--- src/rtl/dec_pkg.sv ---
// dec_pkg: shared definitions for the pipelined one-hot decoder family.
//   DEC_IN_W   default code width
//   occ_e      occupancy state of the 2-entry output buffer
//   dec_out_w  one-hot width derived from a code width
//   even_par   even-parity bit over a (zero-extended) code
package dec_pkg;

  localparam int unsigned DEC_IN_W = 3;

  typedef enum logic [1:0] {
    OCC_EMPTY = 2'd0,
    OCC_ONE   = 2'd1,
    OCC_FULL  = 2'd2
  } occ_e;

  function automatic int unsigned dec_out_w(input int unsigned in_w);
    return 32'd1 << in_w;
  endfunction

  // Parity bit that makes the total number of ones even.
  function automatic logic even_par(input logic [31:0] v);
    return ^v;
  endfunction

endpackage

--- src/rtl/dec_skid_buf.sv ---
// dec_skid_buf: 2-entry valid/ready buffer, data width DW.
//   clk_i, rst_n_i          clock, synchronous active-low reset
//   in_valid_i/in_ready_o   upstream handshake, in_data_i pushed on accept
//   out_valid_o/out_ready_i downstream handshake, out_data_o is the head
// in_ready_o is a function of the occupancy register only (plus reset), so
// downstream ready never propagates combinationally upstream. out_data_o is
// driven straight from the head register and is zero whenever empty.
module dec_skid_buf
  import dec_pkg::*;
#(
  parameter int unsigned DW = 8
) (
  input  logic          clk_i,
  input  logic          rst_n_i,
  input  logic          in_valid_i,
  output logic          in_ready_o,
  input  logic [DW-1:0] in_data_i,
  output logic          out_valid_o,
  input  logic          out_ready_i,
  output logic [DW-1:0] out_data_o
);

  occ_e          state_q;
  logic [DW-1:0] head_q;
  logic [DW-1:0] tail_q;
  logic          push;
  logic          pop;

  assign in_ready_o  = rst_n_i && (state_q != OCC_FULL);
  assign out_valid_o = (state_q != OCC_EMPTY);
  assign out_data_o  = head_q;

  assign push = in_valid_i && in_ready_o;
  assign pop  = out_valid_o && out_ready_i;

  always_ff @(posedge clk_i) begin
    if (!rst_n_i) begin
      state_q <= OCC_EMPTY;
      head_q  <= '0;
      tail_q  <= '0;
    end else begin
      case (state_q)
        OCC_EMPTY: begin
          if (push) begin
            head_q  <= in_data_i;
            state_q <= OCC_ONE;
          end
        end
        OCC_ONE: begin
          case ({push, pop})
            2'b11: head_q <= in_data_i;     // head leaves, new word takes its place
            2'b10: begin
              tail_q  <= in_data_i;
              state_q <= OCC_FULL;
            end
            2'b01: begin
              head_q  <= '0;                // keep output zero while empty
              state_q <= OCC_EMPTY;
            end
            default: ;
          endcase
        end
        OCC_FULL: begin
          if (pop) begin
            head_q  <= tail_q;
            tail_q  <= '0;
            state_q <= OCC_ONE;
          end
        end
        default: state_q <= OCC_EMPTY;
      endcase
    end
  end

endmodule

--- src/rtl/decoder3to8_pipe.sv ---
// decoder3to8_pipe: registered IN_W-to-2**IN_W one-hot decoder with
// valid/ready on both sides and a 2-entry output buffer.
//   clk, rst_n              clock, synchronous active-low reset
//   in_valid/in_ready       input handshake; in_code, in_en sampled on accept
//   out_valid/out_ready     output handshake; out_onehot is the decoded word
//   xfer_cnt                wrapping count of output handshakes
// Optional build macro DEC_PARITY_EN adds:
//   in_parity               even parity over in_code
//   err_pulse               one cycle after a parity-failing code is accepted
//   err_cnt                 saturating count of parity failures
// A parity-failing code is consumed but never enqueued.
module decoder3to8_pipe
  import dec_pkg::*;
#(
  parameter int unsigned IN_W  = DEC_IN_W,
  parameter int unsigned CNT_W = 16
) (
  input  logic                        clk,
  input  logic                        rst_n,
  input  logic                        in_valid,
  output logic                        in_ready,
  input  logic [IN_W-1:0]             in_code,
  input  logic                        in_en,
  output logic                        out_valid,
  input  logic                        out_ready,
  output logic [dec_out_w(IN_W)-1:0]  out_onehot,
  output logic [CNT_W-1:0]            xfer_cnt
`ifdef DEC_PARITY_EN
  ,
  input  logic                        in_parity,
  output logic                        err_pulse,
  output logic [7:0]                  err_cnt
`endif
);

  localparam int unsigned OUT_W = dec_out_w(IN_W);

  // Decode at acceptance; the buffer register is the only pipeline stage.
  logic [OUT_W-1:0] dec_word;
  for (genvar b = 0; b < OUT_W; b++) begin : g_dec
    assign dec_word[b] = in_en && (in_code == IN_W'(b));
  end

  logic code_ok;
`ifdef DEC_PARITY_EN
  assign code_ok = (in_parity == even_par(32'(in_code)));
`else
  assign code_ok = 1'b1;
`endif

  // Bad codes are hidden from the buffer but still see a normal in_ready.
  logic buf_in_valid;
  assign buf_in_valid = in_valid && code_ok;

  dec_skid_buf #(.DW(OUT_W)) u_buf (
    .clk_i      (clk),
    .rst_n_i    (rst_n),
    .in_valid_i (buf_in_valid),
    .in_ready_o (in_ready),
    .in_data_i  (dec_word),
    .out_valid_o(out_valid),
    .out_ready_i(out_ready),
    .out_data_o (out_onehot)
  );

  logic [CNT_W-1:0] xfer_cnt_q;
  logic [CNT_W-1:0] xfer_cnt_d;
  assign xfer_cnt_d = xfer_cnt_q + CNT_W'(out_valid && out_ready);
  assign xfer_cnt   = xfer_cnt_q;

  always_ff @(posedge clk) begin
    if (!rst_n) xfer_cnt_q <= '0;
    else        xfer_cnt_q <= xfer_cnt_d;
  end

`ifdef DEC_PARITY_EN
  logic       bad_acc;
  logic       err_pulse_q;
  logic [7:0] err_cnt_q;
  logic [7:0] err_cnt_d;

  assign bad_acc   = in_valid && in_ready && !code_ok;
  assign err_cnt_d = (bad_acc && (err_cnt_q != 8'hFF)) ? err_cnt_q + 8'd1 : err_cnt_q;
  assign err_pulse = err_pulse_q;
  assign err_cnt   = err_cnt_q;

  always_ff @(posedge clk) begin
    if (!rst_n) begin
      err_pulse_q <= 1'b0;
      err_cnt_q   <= '0;
    end else begin
      err_pulse_q <= bad_acc;
      err_cnt_q   <= err_cnt_d;
    end
  end
`endif

endmodule

--- config.mk ---
export PLATFORM = sky130hd
export DESIGN_NAME = decoder3to8_pipe
export DESIGN_NICKNAME = d
export VERILOG_FILES = /design/src/rtl/dec_pkg.sv /design/src/rtl/dec_skid_buf.sv /design/src/rtl/decoder3to8_pipe.sv
export SDC_FILE = /design/constraint.sdc
export NUM_CORES = 1
export LEC_CHECK = 0
export CAP_MARGIN = 30
export CORE_ASPECT_RATIO = 1.75
export CORE_MARGIN = 5
export CORE_UTILIZATION = 44
export DETAILED_ROUTE_END_ITERATION = 10
export PLACE_DENSITY_LB_ADDON = 0.3
export SLEW_MARGIN = 20
export SYNTH_ARGS = -nofsm -noshare
export SYNTH_HDL_FRONTEND = slang
export SYNTH_SLANG_ARGS = --single-unit
--- constraint.sdc ---
create_clock -name clk -period 2 [get_ports clk]
set_clock_uncertainty 0.1 [all_clocks]
set_input_delay 0.4 -clock clk [delete_from_list [all_inputs] [get_ports clk]]
set_output_delay 0.4 -clock clk [all_outputs]
set_load 0.005 [all_outputs]
Word-level counts from Yosys, hierarchy flattened
Cells that the tools add are included.
{"block": "op_classes", "n_addsub": 1, "reduce_logical": 19, "n_eq_ne": 18, "muxes": 11}
{"operator": "$mux 8", "count": 4}
{"operator": "$pmux 8 s2", "count": 2}
{"operator": "$pmux 8 s3", "count": 1}
{"operator": "$add 16x1->16", "count": 1}
{"operator": "$eq 3x3->1 const B", "count": 4}
{"operator": "$logic_and 1x1->1", "count": 11}
{"operator": "$eq 2x2->1 const B", "count": 3}
{"operator": "$eq 3x2->1 const B", "count": 2}
{"operator": "$ne 2x1->1 const B", "count": 3}
{"operator": "$pmux 2 s3", "count": 1}
{"operator": "$reduce_and 3->1", "count": 2}
{"operator": "$eq 2x1->1 const B", "count": 2}
{"operator": "$mux 2", "count": 2}
{"operator": "$pmux 2 s2", "count": 1}
{"operator": "$reduce_and 4->1", "count": 1}
{"operator": "$reduce_bool 2->1", "count": 2}
{"operator": "$eq 3x1->1 const B", "count": 1}
{"operator": "$logic_not 3->1", "count": 1}
{"operator": "$ne 3x2->1 const B", "count": 1}
{"operator": "$ne 3x3->1 const B", "count": 1}
{"operator": "$reduce_bool 3->1", "count": 1}
{"operator": "$logic_not 2->1", "count": 1}
{"operator": "$ne 2x2->1 const B", "count": 1}
{"block": "totals", "input_bits": 8, "out_inout_bits": 26, "ff_bits": 34, "elab_cells": 53}

Logic depth before layout (Yosys ltp)
Gate-level depths: netlist (run 1).
{"block": "logic_depth", "depth_word": 6, "mapped_depth": 10}

Modules after synthesis
A second synthesis (run 1) with hierarchy kept.
{"block": "unflattened", "hier_cells": 214, "hier_area_um2": 1896.8}
{"mod": "dec_skid_buf", "cells_each": 116, "seq_area_each_um2": 360.3, "n_inst": 1, "area_each_um2": 1061.0}
{"mod": "decoder3to8_pipe", "cells_each": 98, "seq_area_each_um2": 320.3, "n_inst": 1, "area_each_um2": 835.8}

Worst setup path before layout (run 1)
Ideal clock, no wire load.
{"block": "synth_path", "path_kind": "register to register", "start": "register u_buf.state_q[0]", "end": "register xfer_cnt_q[14], in the netlist xfer_cnt[14]", "stages_incl_launch_ff": 11, "required_ps": 1772, "synth_period_minus_slack_ps": 2077, "path_buffers": 0, "setup_slack_ps": -77, "t_arrival_ps": 1849, "path_cell_list": "dfxtp_1 inv_1 ha_1 nand2b_4 inv_1 ha_1 ha_1 nand2_1 nor4_1 xnor2_1 nor2_1"}
{"block": "synth_between", "elab_chain_cells": 3}
{"element": "start: declaration", "line_no": "dec_skid_buf.sv:23", "source": "occ_e state_q;"}
{"element": "start signal: assignment", "line_no": "dec_skid_buf.sv:38", "source": "state_q <= OCC_EMPTY;"}
{"element": "start signal: assignment", "line_no": "dec_skid_buf.sv:46", "source": "state_q <= OCC_ONE;"}
{"element": "start signal: assignment", "line_no": "dec_skid_buf.sv:54", "source": "state_q <= OCC_FULL;"}
{"element": "$reduce_bool 2->1", "line_no": "dec_skid_buf.sv:30", "source": "assign out_valid_o = (state_q != OCC_EMPTY);"}
{"element": "$logic_and 1x1->1", "line_no": "decoder3to8_pipe.sv:68", "source": "assign xfer_cnt_d = xfer_cnt_q + CNT_W'(out_valid && out_ready);"}
{"element": "$add 16x1->16", "line_no": "decoder3to8_pipe.sv:68"}
{"element": "end signal: assignment", "line_no": "decoder3to8_pipe.sv:73", "source": "else xfer_cnt_q <= xfer_cnt_d;"}
{"element": "end: declaration", "line_no": "decoder3to8_pipe.sv:66", "source": "logic [CNT_W-1:0] xfer_cnt_q;"}
Every way passes these cells.
A chain may end at the register's enable or synchronous reset.

Final worst setup path (run 1)
{"block": "layout_path", "start": "register u_buf.state_q[0]", "end": "register xfer_cnt_q[12], in the netlist xfer_cnt[12]"}
The elaborated chain is that of the path after synthesis.

==> results of run 1 <==
report_power, final:
part	internal [W]	switching, W
clock network	0.000500	0.000277
logic	0.000475	0.000426
registers	0.000778	0.0000555
total	0.00175	0.000758
Yosys cell counts, drive strengths merged (5+ instances only):
master	number	area [um^2]
a21oi	5	25.02
a32o	8	80.08
nand3	6	30.03
xnor2	8	70.07
nor2	14	52.55
and2	5	31.28
nand2	15	56.30
or3	6	37.54
o21ai	14	70.07
a31oi	8	56.30
ha	6	75.07
inv	8	30.03
nand2b	5	38.78
dfxtp	34	680.7
through the flow:
step                        util  power, W  hold slack (ns)  instances   TNS [ns]
after floorplan                -  0.001287           0.3418        181   -0.01648
after global placement    0.6057  0.001707           0.3475        277     -3.544
after detailed placement  0.6057  0.001719           0.3555        277     -4.087
after CTS                 0.6437  0.002491           0.3750        285  -0.002201
after global routing      0.6670  0.002656           0.3805        286   -0.01095
final                     0.6670  0.002510           0.3717        286          0
cell usage in the layout (no fill, tap or decap), types with 6 or more instances in the layout:
| cell | n |
|---|---|
| dfxtp_1 | 34 |
| clkdlybuf4s50_1 | 30 |
| buf_4 | 24 |
| nor2_1 | 14 |
| nand2_1 | 14 |
| o21ai_0 | 14 |
| xnor2_1 | 8 |
| a32o_1 | 8 |
| a31oi_1 | 7 |
| inv_1 | 6 |
| or3_1 | 6 |
what timing repair did:
item | CTS | global route
resized for setup | 4 | 13
endpoints found under the setup margin | 3 | 19
cloned | 0 | 0
buffers inserted | 0 | 1
pin swaps | 1 | 1
how the worst min path moves through the flow:
stage | start | to
final | u_buf.tail_q[6] | u_buf.tail_q[6]
after global routing | u_buf.tail_q[6] | u_buf.tail_q[6]
after CTS | u_buf.tail_q[6] | u_buf.tail_q[6]
after detailed placement | u_buf.tail_q[6] | u_buf.tail_q[6]
after global placement | u_buf.tail_q[6] | u_buf.tail_q[6]
after floorplan | u_buf.tail_q[0] | u_buf.tail_q[0]
routing by layer:
layer,GRT usage,vias to the layer above,routed length [um],part of all wire
li1,-,769,-,-
met3,0.03290,10,189,0.046
met1,0.1686,733,1566,0.38
met2,0.3232,40,2243,0.55
met4,0.07129,0,90,0.022
met5,0,-,0,0
state kept, by name, summed over array words and instances (netlist names):
register          cells
xfer_cnt             16
u_buf.out_data_o      8
u_buf.tail_q          8
u_buf.state_q         2
kinds of logic (layout without fill, tap and decap cells):
kind of cell | count (synthesis) | in the layout | synth area share
AOI/OAI and AO/OA | 43 | 43 | 0.1926
xor gates and xnor gates | 10 | 10 | 0.05373
adders and majority gates | 6 | 6 | 0.04605
buffers and inverters | 14 | 73 | 0.03683
DFF | 34 | 34 | 0.4175
muxes | 1 | 1 | 0.006140
and+or+nand+nor | 73 | 73 | 0.2471
area by class of cell:
class,count,share of cell area
Clock buffer,5,0.02872
Clock inverter,3,0.02872
Inverter,8,0.01253
Multi-Input combinational cell,133,0.4104
Sequential cell,34,0.2841
Tap cell,46,0.02402
Timing Repair Buffer,57,0.2115
==> flow_metrics.py, run 1 <==
metrics = {
    "global_route": {
        "first_global_vias": 1556,
        "antenna_found_initial": 0,
        "overflow": 0,
        "grt_pass1_wl_mm": 6.948,
        "grt_max_degree": 18,
        "grtUsageTotal": 0.1683,
    },
    "die": {
        "die_area_um2": 5071,
        "std_cell_rows": 29,
        "fp.coreArea_um2": 3592,
        "die_y_um": 90.53,
        "start_util": 0.4538,
        "top_level_ports": 34,
        "die_w_um": 56.02,
    },
    "synthesis": {
        "avgSynthCellArea_um2": 9.007,
        "synthArstFlopShare": 0,
        "synth_edf_count": 0,
        "synth.distinct_cells": 42,
        "seq_area_frac_synth": 0.4175,
        "yosysWarnings": 0,
        "netlist_area_um2": 1630,
        "synth-main-ff-cell": "dfxtp_1",
        "ys_ff_latch": 34,
        "synth_nets": 195,
        "synth_cells": 181,
    },
    "finish": {
        "final_nets": 253,
        "drive_gt1_frac": 0.2042,
        "fin_area_um2": 2396,
        "ff_latch_area_um2": 680.7,
        "multi_input_area_um2": 983.4,
        "nFillCells": 287,
        "n_antenna_cell": 0,
        "synthToLayoutAreaGrowth_pct": 46.97,
    },
    "route": {
        "wl_per_cell_um": 14.30,
        "wl_mm": 4.090,
        "first_iter_violations": 29,
        "ant_nets": 0,
        "route.detailed.drc": 0,
        "num_vias": 1552,
        "via_per_inst": 5.427,
        "drtPass1Iterations": 4,
    },
    "worst_setup_path": {
        "cp.required_ns": 2.08,
        "critPathMaxStageDelay_ns": 0.34,
        "cpMaxStageDelayCell": "dfxtp_1",
        "worstSetupPathDepth": 10,
        "cp.arrival_ns": 1.99,
        "crit_path_end": "xfer_cnt[12]",
        "reg2reg_depth": 10,
        "startpoint_type": "flip-flop",
        "worst_r2r_startpoint": "u_buf.state_q[0]",
        "crit_family": "simple AND/OR/NAND/NOR gates",
        "crit_path_start": "u_buf.state_q[0]",
        "worst-path-max-fanout": 6,
        "r2r_slack_ns": 0.1,
        "crit_type": "reg -> reg",
        "rr_endpoint": "xfer_cnt[12]",
        "worst-path-buf-inv": 2,
        "crit_chain": "inv_1 > ha_1 > nand2b_4 > inv_2 > ha_4 > ha_4 > nand2_4 > nor4_4 > xnor2_1 > nor2_1",
        "crit_path_end_kind": "flip-flop",
        "cp_common_cell": "ha_4",
    },
    "sta": {
        "slew_headroom": 0.7085,
        "fin_crit_sh": 0.9524,
        "fin_ws_ns": 0.09521,
        "fmax_mhz": 525.0,
        "finalSetupViolCount": 0,
        "hold_viol_final": 0,
        "fin_crit_ns": 1.905,
        "tightest_slew_ns": 0.4334,
        "slew_viol_final": 0,
    },
    "place": {
        "place_congestion": 0.7986,
        "io_buffers": 33,
        "hpwl_mm": 2.989,
        "dpl_cell_area_um2": 2176,
        "dp_slack_ns": -0.2322,
    },
    "clock_tree": {
        "clock-root-buffer": "clkbuf_8",
        "clk_pin_slew_ns": 0.08,
        "cts_buffers": 5,
        "clk_latency_ns": 0.29,
        "ctsLongestPathBuffers": 2,
        "ctsHoldBuffers": 0,
        "cts.sinks": 34,
        "h-tree-depth": 2,
        "cts_tree": "done",
    },
    "run_status": {
        "status": "complete, no violations",
    },
    "worst_hold_path": {
        "hold_path_depth": 1,
        "hold_class": "reg -> reg",
    },
    "power": {
        "power_leakage_nw": 0.9080,
        "p_per_area_nw_per_um2": 1048,
        "ir_worst_vdd_v": 0.0006267,
    },
    "job": {
        "maxCapViolCount": 0,
    },
}
(Power assumes the default switching activity.)
==> run 2, diff against run 1 <==
--- a/config.mk
+++ b/config.mk
@@ -9,6 +9,7 @@
 export CORE_ASPECT_RATIO = 1.75
 export CORE_MARGIN = 5
 export CORE_UTILIZATION = 44
+export CTS_BUF_LIST = sky130_fd_sc_hd__clkbuf_8
 export DETAILED_ROUTE_END_ITERATION = 10
 export PLACE_DENSITY_LB_ADDON = 0.3
 export SLEW_MARGIN = 20
==> results of run 2 <==
Same layout as run 1: the final DEF is identical, and so are final timing and power.
